**config.mk**
```make
export PLATFORM = sky130hd
export DESIGN_NAME = acc_drain
export DESIGN_NICKNAME = d
export VERILOG_FILES = /design/src/rtl/acc_drain.sv
export SDC_FILE = /design/constraint.sdc
export NUM_CORES = 1
export LEC_CHECK = 0
export ABC_CLOCK_PERIOD_IN_PS = 3500
export CORE_ASPECT_RATIO = 2
export CORE_UTILIZATION = 35
export DETAILED_ROUTE_END_ITERATION = 10
export HOLD_SLACK_MARGIN = 0.05
export PLACE_DENSITY_LB_ADDON = 0.3
export SYNTH_ARGS = -nofsm -noshare
export SYNTH_HDL_FRONTEND = slang
export SYNTH_SLANG_ARGS = --single-unit
```
**constraint.sdc**
```tcl
create_clock -name clk -period 3.5 [get_ports clk]
set_clock_uncertainty 0.05 [all_clocks]
set_input_delay 0.525 -clock clk [delete_from_list [all_inputs] [get_ports clk]]
set_output_delay 0.525 -clock clk [all_outputs]
set_load 0.1 [all_outputs]
```
**src/rtl/acc_drain.sv**
```systemverilog
// acc_drain: readout stage for the folded fully-connected accumulator bank.
// Captures the per-lane popcount sums into a shadow register, pulses
// swap/clear back to the accumulator, then streams one lane per handshake.
// Optional build macro: BINARIZE_EN (1-bit sign activation instead of the
// signed bipolar dot product).
module acc_drain #(
    parameter int LANES = 8,
    parameter int SUM_W = 16,
    parameter int TOTAL = 110,
    parameter int IDX_W = (LANES > 1) ? $clog2(LANES) : 1,
`ifdef BINARIZE_EN
    localparam int OUT_W = 1
`else
    localparam int OUT_W = SUM_W + 2
`endif
) (
    input  logic                   clk,
    input  logic                   rst_n,
    input  logic                   load,
    input  logic [LANES*SUM_W-1:0] sum,
    output logic                   swap_o,
    output logic                   clear_o,
    output logic                   busy,
    output logic                   out_valid,
    input  logic                   out_ready,
    output logic [OUT_W-1:0]       out_data,
    output logic [IDX_W-1:0]       out_idx,
    output logic                   out_last,
    output logic                   overrun
);

    typedef enum logic {IDLE, STREAM} state_t;

    localparam logic [IDX_W-1:0]   LAST_IDX = IDX_W'(LANES - 1);
    localparam logic [SUM_W+1:0]   TOTAL_C  = (SUM_W + 2)'(TOTAL);

    state_t             state_reg, state_next;
    logic [IDX_W-1:0]   idx_reg, idx_next;
    logic               pulse_reg, pulse_next;
    logic               overrun_reg, overrun_next;
    logic [SUM_W-1:0]   shadow_reg [LANES];
    logic [SUM_W-1:0]   sum_lane [LANES];
    logic [SUM_W-1:0]   sel_sum;
    logic [SUM_W+1:0]   dbl_sum;
    logic               fire;
    logic               at_last;
    logic               accept;

    // Split the packed input bus into per-lane words, lane 0 in the LSBs.
    for (genvar gi = 0; gi < LANES; gi++) begin : g_lane
        assign sum_lane[gi] = sum[gi*SUM_W +: SUM_W];
    end

    // State register: FSM state, lane index, swap/clear pulse and sticky error.
    always_ff @(posedge clk or negedge rst_n) begin
        if (!rst_n) begin
            state_reg   <= IDLE;
            idx_reg     <= '0;
            pulse_reg   <= 1'b0;
            overrun_reg <= 1'b0;
        end else begin
            state_reg   <= state_next;
            idx_reg     <= idx_next;
            pulse_reg   <= pulse_next;
            overrun_reg <= overrun_next;
        end
    end

    // Shadow copy of the sums; only written when a capture is accepted, so it
    // is frozen for the whole stream.
    always_ff @(posedge clk or negedge rst_n) begin
        if (!rst_n) begin
            for (int i = 0; i < LANES; i++) shadow_reg[i] <= '0;
        end else if (accept) begin
            for (int i = 0; i < LANES; i++) shadow_reg[i] <= sum_lane[i];
        end
    end

    // Next-state logic: a capture is taken when idle or on the final
    // handshake (back-to-back, no bubble); any other load while streaming
    // is dropped and flagged.
    always_comb begin
        state_next   = state_reg;
        idx_next     = idx_reg;
        overrun_next = overrun_reg;
        fire         = (state_reg == STREAM) && out_ready;
        at_last      = (idx_reg == LAST_IDX);
        accept       = load && ((state_reg == IDLE) || (fire && at_last));
        pulse_next   = accept;
        case (state_reg)
            IDLE: begin
                if (load) begin
                    state_next = STREAM;
                    idx_next   = '0;
                end
            end
            STREAM: begin
                if (fire) begin
                    if (at_last) begin
                        idx_next   = '0;
                        state_next = load ? STREAM : IDLE;
                    end else begin
                        idx_next = idx_reg + 1'b1;
                    end
                end
                if (load && !(fire && at_last)) begin
                    overrun_next = 1'b1;
                end
            end
            default: state_next = IDLE;
        endcase
    end

    // Lane result: 2*sum - TOTAL (or its sign), forced to zero when idle so
    // the bus is quiet outside a stream.
    always_comb begin
        sel_sum = shadow_reg[idx_reg];
        dbl_sum = {1'b0, sel_sum, 1'b0};
`ifdef BINARIZE_EN
        out_data = (state_reg == STREAM) && (dbl_sum >= TOTAL_C);
`else
        out_data = (state_reg == STREAM) ? (dbl_sum - TOTAL_C) : '0;
`endif
    end

    assign busy      = (state_reg == STREAM);
    assign out_valid = (state_reg == STREAM);
    assign out_idx   = idx_reg;
    assign out_last  = (state_reg == STREAM) && at_last;
    assign swap_o    = pulse_reg;
    assign clear_o   = pulse_reg;
    assign overrun   = overrun_reg;

endmodule

```
# Word-level counts from Yosys, hierarchy flattened
# Index checks and enable logic that the tools add are counted.
dict set report word_totals {
  input_bits 132
  out_inout_bits 27
  regBits 134
}
dict set report classes {
  magnitude_cmp 1
  addsub 2
  n_reduce_logical 9
  n_bitwise 2
  eq_ne 3
  n_mux 12
}
# operator count
set ops {}
lappend ops {{binary-select mux 16 bit (select 3 bit)} 1}
lappend ops {{2-to-1 mux 16 bit} 2}
lappend ops {{2-to-1 mux 18 bit} 1}
lappend ops {{subtractor 17 x 7 -> 18 bit (second input constant)} 1}
lappend ops {{2-to-1 mux 3 bit} 3}
lappend ops {{one-hot mux 3 bit (2 select lines)} 1}
lappend ops {{logical AND 1 bit} 5}
lappend ops {{>= comparator 4 bit (second input constant)} 1}
lappend ops {{NOT 3 -> 4 bit} 1}
lappend ops {{AND reduction 2 bit} 2}
lappend ops {{adder 3 x 1 -> 3 bit (second input constant)} 1}
lappend ops {{== test 3 bit (second input constant)} 1}
lappend ops {{2-to-1 mux 1 bit} 3}
lappend ops {{inequality test 2 x 1 -> 1 bit (second input constant)} 1}
lappend ops {{inequality test 2 bit (second input constant)} 1}
lappend ops {{one-hot mux 1 bit (2 select lines)} 1}
lappend ops {{zero test 1 bit} 1}
lappend ops {{logical OR 1 bit} 1}
lappend ops {{NOT 1 bit} 1}

# Depth between registers and ports, before layout
# Gate-level depths: netlist (run 1).
dict set report logic_depth {
  ltp_word 6
  mapped_depth 11
}

# Worst setup path before layout (run 1)
# No wires, ideal clock.
dict set report synth_path {
  path_type {reg2out}
  startpoint {reg idx_reg[0], in the netlist out_idx[0]}
  endpoint {out out_data[6]}
  setup_slack_ns -1.517
  path_buffers 1
  t_arrival_ns 4.442
  path_stages_with_launch 7
  cell_sequence {dfrtp_1 -> buf_6 -> mux4_2 -> mux2i_1 -> o31ai_4 -> nand2_1 -> nor3b_1}
}
dict set report synth_via {
  elab_chain_len 6
}
# element line
set synth_rtl {}
lappend synth_rtl {{start, declared} 38} ;# logic [IDX_W-1:0] idx_reg, idx_next;
lappend synth_rtl {{start signal, assigned} 63} ;# idx_reg <= idx_next;
lappend synth_rtl {{NOT 3 -> 4 bit (not written as such)} 117} ;# sel_sum = shadow_reg[idx_reg];
lappend synth_rtl {{binary-select mux 16 bit (select 3 bit)} 117}
lappend synth_rtl {{2-to-1 mux 16 bit (not written as such) (2 in series)} 117}
lappend synth_rtl {{subtractor 17 x 7 -> 18 bit} 122} ;# out_data = (state_reg == STREAM) ? (dbl_sum - TOTAL_C) : '0;
lappend synth_rtl {{2-to-1 mux 18 bit} 122}
lappend synth_rtl {{end, declared} 26} ;# output logic [OUT_W-1:0] out_data,
# No other way between the ends. The select of a mux whose other input is x is not followed.

# Worst setup path after layout (run 1)
dict set report layout_path {
  startpoint {reg idx_reg[0], in the netlist out_idx[0]}
  endpoint {out out_data[14]}
}
# Same word-level chain as after synthesis.

==> results of run 1 <==
[layout by cell type (no fill, tap or decap), types with 3 or more instances in the layout]
cell type / instances
a21oi_4: 3
or2_2: 3
mux2_2: 130
mux2i_1: 4
nor2_1: 4
a21o_1: 3
mux2i_4: 7
inv_2: 3
clkinvlp_4: 3
mux4_1: 5
clkinv_4: 3
and2_1: 6
mux4_2: 27
buf_6: 5
dfrtp_4: 3
nand3_1: 4
nor3_1: 5
xnor2_1: 5
mux2i_2: 3
nand2_1: 5
clkbuf_16: 17
buf_4: 30
clkdlybuf4s50_1: 133
a32o_1: 3
inv_6: 6
diode_2: 3
buf_12: 23
dfrtp_1: 131
[final timing paths]
check                      slack (ns)        endpoint  startpoint  cells past startpoint
setup / recovery                 0.05    out_data[14]  out_idx[0]                      8
hold / removal                   0.12  shadow_reg[35]       rst_n                      1
setup reg to reg                 1.05  shadow_reg[46]  out_idx[1]                      8
hold reg to reg                  0.42         overrun     overrun                      1
max in group asynchronous        2.43  shadow_reg[75]       rst_n                      2
min in group clk                 0.42         overrun     overrun                      1
[through the flow]
step / cell area (um^2) / setup WS, ns / setup TNS (ns)
global route: 9560 / -0.0589 / -0.211
floorplan: 6720 / -0.170 / -0.445
global placement: 8690 / 0.307 / 0
detailed placement: 8690 / 0.216 / 0
CTS: 9490 / 0.0128 / 0
finish: 9560 / 0.0465 / 0
[worst reg2reg max path: cells and delay by family (launching register included)]
| family | cells | cell delay (ns) |
|---|---|---|
| buffers and inverters | 3 | 0.61 |
| and+or+nand+nor | 1 | 0.25 |
| DFF | 1 | 0.49 |
| muxes | 1 | 0.46 |
| adders and majority gates | 2 | 0.33 |
| AOI/OAI and AO/OA | 1 | 0.14 |
[cell families (layout without fill, tap and decap cells)]
kind of cell | after synthesis | after routing | synth area share (%)
buffers and inverters | 36 | 229 | 3.04
AO/OA/AOI/OAI | 29 | 29 | 3.85
adder cells (fa/ha/maj) | 3 | 3 | 0.570
other | 1 | 4 | 0.0569
multiplexers | 176 | 176 | 36.7
AND/OR/NAND/NOR | 48 | 48 | 4.27
flip-flops | 134 | 134 | 50.9
XOR/XNOR | 5 | 5 | 0.664
[layout make-up]
class / count / area [um^2]
fill: 1579 / 8840
sequential: 134 / 3360
clock buffer: 18 / 439
tap: 216 / 270
clock inverter: 14 / 161
antenna: 3 / 7.51
multi-input combinational: 262 / 3210
inverter: 6 / 25.0
timing repair buffer: 191 / 2070
[routing by layer]
layer	vias up	share of wire, %	GRT usage, %
li1	1980	-	-
met1	2272	37	20.1
met2	132	56	35.5
met3	31	3.4	3.81
met4	0	3.6	9.23
met5	-	0	0
[what timing repair did]
action	4_1_cts	5_1_grt
setup endpoints to repair	12	8
pin swaps	5	2
resized for setup	12	6
setup buffers	19	3
==> metrics.md, run 1 <==
| Metric | Value |
|---|---|
| Hold slack | `~0.12 ns` |
| Syn-to-layout area delta | `45.0%` |
| Mapped cell area | `6590 um^2` |
| #FFs+latches synth | `134` |
| Syn nets | `567` |
| Initial Utilization | `35.8%` |
| Cell mode on critical path | `a21oi_4` |
| Top_reg_cell synth | `dfrtp_1` |
| Synth top area share | `50.9%` |
| Vias | `about 4.4k` |
| Vias in the first global route | `4869` |
| Max FO, Critical Path | `7` |
| Ys Warns | `0` |
| Total gr overflow | `0` |
| Row cnt | `70` |
| Critical path's top delay family | `multiplexers` |
| WP data required | `about 2.9 ns` |
| Initial DRC count | `about 160` |
| Worst-path clk slew | `about 0.07 ns` |
| Crit path launch type | `flip-flop` |
| Placed cell count | `788` |
| Via density | `roughly 5.2` |
| Slew @ Worst Pin | `0.971 ns` |
| Yosys cell types | `51` |
| Router iterations before antenna repair | `5` |
| GRT Util Overall | `about a fifth` |
| Rel. slew slack | `between 30% and 40%` |
| Gpl congestion | `between 0.8 and 0.9` |
| TritonCTS clock tree | `yes` |
| First-pass GRT wire length | `27000 um` |
| Count leader, synth | `dfrtp_1` |
| Port buffer count | `157` |
| CP Class | `reg -> out` |
| DRT antenna net count | `0` |
| EDFF count, synth | `0` |
| Maximum clock rate | `290 MHz` |
| Final Cycle Share | `98.7%` |
| FFs w/ async S/R, synth | `100%` |
| CTS Buffer Depth | `2` |
| WP data arrival | `2.88 ns` |
| Syn_area_per_cell | `15.3 um^2` |
| Final Max Tran Viols | `0` |
| Area contributors post-synth | `dfrtp_1, mux2_2, mux4_2` |
| Hold buffers post-CTS | `0` |
| Leading area contributor after synthesis | `dfrtp_1` |
| Commonest cells in the synthesized netlist | `dfrtp_1, mux2_2, mux4_2` |
| Tmin final | `3.45 ns` |
| Max Cap Viol | `0` |
| Share of cells above drive strength 1 | `47.5%` |
| WL final | `17700 um` |
| Final hold violations | `0` |
| Final net count | `747` |
| Core Box Area | `about 18000 um^2` |
| Max FFs per register | `128` |
| Worst-Skew Late Latency | `between 0.4 and 0.5 ns` |
| Crit path cell chain | `buf_6 -> mux4_2 -> mux2i_4 -> o31ai_4 -> a21oi_4 -> nand3_1 -> a21oi_4 -> buf_12` |
| Finished Core Util | `52.0%` |
| Die ar. | `19400 um^2` |
| Non-filler cells, final | `between 800 and 900` |
| Pin count of the biggest net entering global routing | `89` |
| Crit end category | `output pin` |
| Worst path slowest cell | `mux4_2` |
| Final setup violation count | `0` |
| Die Wd | `99.0 um` |
| Synth Instances | `approximately 430` |
| CTS sink cnt | `134` |
| I/O pins | `159` |
| CTS Buf Count | `17` |
| Status | `finished, final reports clean` |
| Htree depth | `4` |
| Die height | `196 um` |
| Min-Delay Path Class | `in -> async` |
| Routed WL per cell | `between 20 and 25 um` |
| Seq/Total Area, Yosys | `a little over 50%` |
| Crit path buffers/inverters | `2` |
| Post-detail-place hpwl | `13000 um` |
| Antenna violations before repair | `3` |
| CP max stage delay | `0.56 ns` |
| Unrepaired setup endpoints after global routing | `true` |
| Drt drc | `0` |
| CTS root buf | `clkbuf_16` |
Power of run 1 is not shown: default switching activity piles up to over one toggle a cycle in this logic, so the estimate is an artifact.
==> inputs of run 2 (changes only) <==
Settings changed: CORE_ASPECT_RATIO 2 to default.
==> run 2 against run 1 <==
  * The run now ends with DRC, setup timing left
  * Register-to-register slack got worse by 0.04 ns
  * Non-clock buffer count is 8 higher
  * Wire length decreased by 4.3%
  * Largest cell class unchanged
  * Highest routed layer unchanged
==> metrics.md, run 2 (synthesis gave the netlist of run 1 again) <==
| Metric | Value |
|---|---|
| Antenna violations before repair | `0` |
| CP Class | `reg -> out` |
| Most common cell after layout, fill and taps aside | `clkdlybuf4s50_1` |
| Tmin final | `3.53 ns` |
| Min-Delay Path Class | `in -> async` |
| Worst-path clk slew | `0.06 ns` |
| WL final | `between 15000 and 20000 um` |
| Vias | `4390` |
| Antenna cell count | `0` |
| First-pass GRT wire length | `26900 um` |
| GRT Util Overall | `18.5%` |
| Initial DRC count | `174` |
| Port buffer count | `between 150 and 200` |
| Max FO, Critical Path | `7` |
| Initial Utilization | `36.2%` |
| Max FFs per register | `128` |
| TritonCTS clock tree | `yes` |
| Critical Path Source | `out_idx[0]` |
| Crit path launch type | `flip-flop` |
| CTS Buf Count | `17` |
| Violated checks | `DRC, setup timing` |
| Unrepaired setup endpoints after global routing | `true` |
| Drt drc | `11` |
| Routed WL per cell | `just under 20 um` |
| R2R cell count | `8` |
| Die height | `139 um` |
| Rel. slew slack | `30.6%` |
| Final hold violations | `0` |
| Pin count of the biggest net entering global routing | `between 90 and 100` |
| Final WS setup | `-0.0317 ns` |
| Gpl congestion | `0.736` |
| WP data required | `2.92 ns` |
| Slew @ Worst Pin | `1.04 ns` |
| Worst r2r src | `out_idx[1]` |
| Status | `finished with violations` |
| CTS Buffer Depth | `2` |
| Max Cap Viol | `0` |
| Via density | `around 5.1` |
| Worst-Skew Late Latency | `between 0.4 and 0.5 ns` |
| Final Cycle Share | `101%` |
| I/O pins | `159` |
| Htree depth | `4` |
| Finished Core Util | `between 50 and 60%` |
| Share of cells above drive strength 1 | `48.2%` |
| Final setup violation count | `3` |
| DRT antenna net count | `0` |
| Post-detail-place hpwl | `11900 um` |
| Row cnt | `between 40 and 50` |
| Vias in the first global route | `4874` |
| Final net count | `755` |
| Flop-to-flop setup slack | `1.01 ns` |
| Total gr overflow | `0` |
| CTS sink cnt | `134` |
| Syn-to-layout area delta | `45.7%` |
| Most used cells in the layout excluding fill and tap cells | `clkdlybuf4s50_1, dfrtp_1, mux2_2` |
| Critical path destination | `out_data[15]` |
| Hold buffers post-CTS | `0` |
| WP data arrival | `2.96 ns` |
| Design area | `9600 um^2` |
| Reg2Reg Capture Point | `shadow_reg[7]` |
| Crit end category | `output pin` |
| Die Wd | `between 100 and 150 um` |
| Core Box Area | `18200 um^2` |
| Die ar. | `between 15000 and 20000 um^2` |
| Placed cell areas | `8660 um^2` |
| Maximum clock rate | `283 MHz` |
| Final Max Tran Viols | `0` |
| Fin Setup TNS | `-0.0430 ns` |
| CTS root buf | `clkbuf_16` |
| Router iterations before antenna repair | `7` |
## run 2: metal layers
layer	global-route usage [%]	wire, um	share of wire, %
met1	22.6	6980	41
met2	31.4	8760	52
met3	6.16	1030	6.1
met4	4.68	155	0.92
met5	0	0	0
## run 2: worst max-delay path: stages (launching register included)
cell and delay [ns]:
dfrtp_4 0.49, mux4_2 0.57, mux2i_4 0.23, inv_2 0.09
ha_4 0.17, inv_4 0.05, o21ai_4 0.06, a21oi_4 0.25
a31oi_4 0.13, nor3b_4 0.27, buf_12 0.21
## run 2: area by class of cell
type	instances	area, um^2
clock buffers	18	429
clock inverters	14	154
fillers	1492	8610
inverters	6	25.0
multi-input cells	262	3200
flip-flops and latches	134	3360
well taps	229	287
repair buffers	199	2140
## run 2: per-stage QoR
stage	hold WS, ns	cells	worst slack [ns]
final	0.136	862	-0.0317
after global routing	0.208	862	-0.108
after CTS	0.172	857	-0.0412
after detailed placement	0.405	798	0.194
after global placement	0.393	798	0.242
after floorplan	0.179	432	-0.170
## run 2: what timing repair did
action,CTS,global route
buffers inserted,28,5
pin swaps,11,11
gates resized for setup,12,9
endpoints found under the setup margin,12,11
## run 2: how the worst min path moves through the flow
stage	depth (start not counted)	start	to	slack, ns
floorplan	0	rst_n	busy	0.18
detailed placement	1	overrun	overrun	0.41
global route	1	rst_n	shadow_reg[127]	0.21
global placement	1	overrun	overrun	0.39
finish	1	rst_n	shadow_reg[111]	0.14
CTS	1	rst_n	shadow_reg[111]	0.17
Power of run 2 is left out for the same reason.
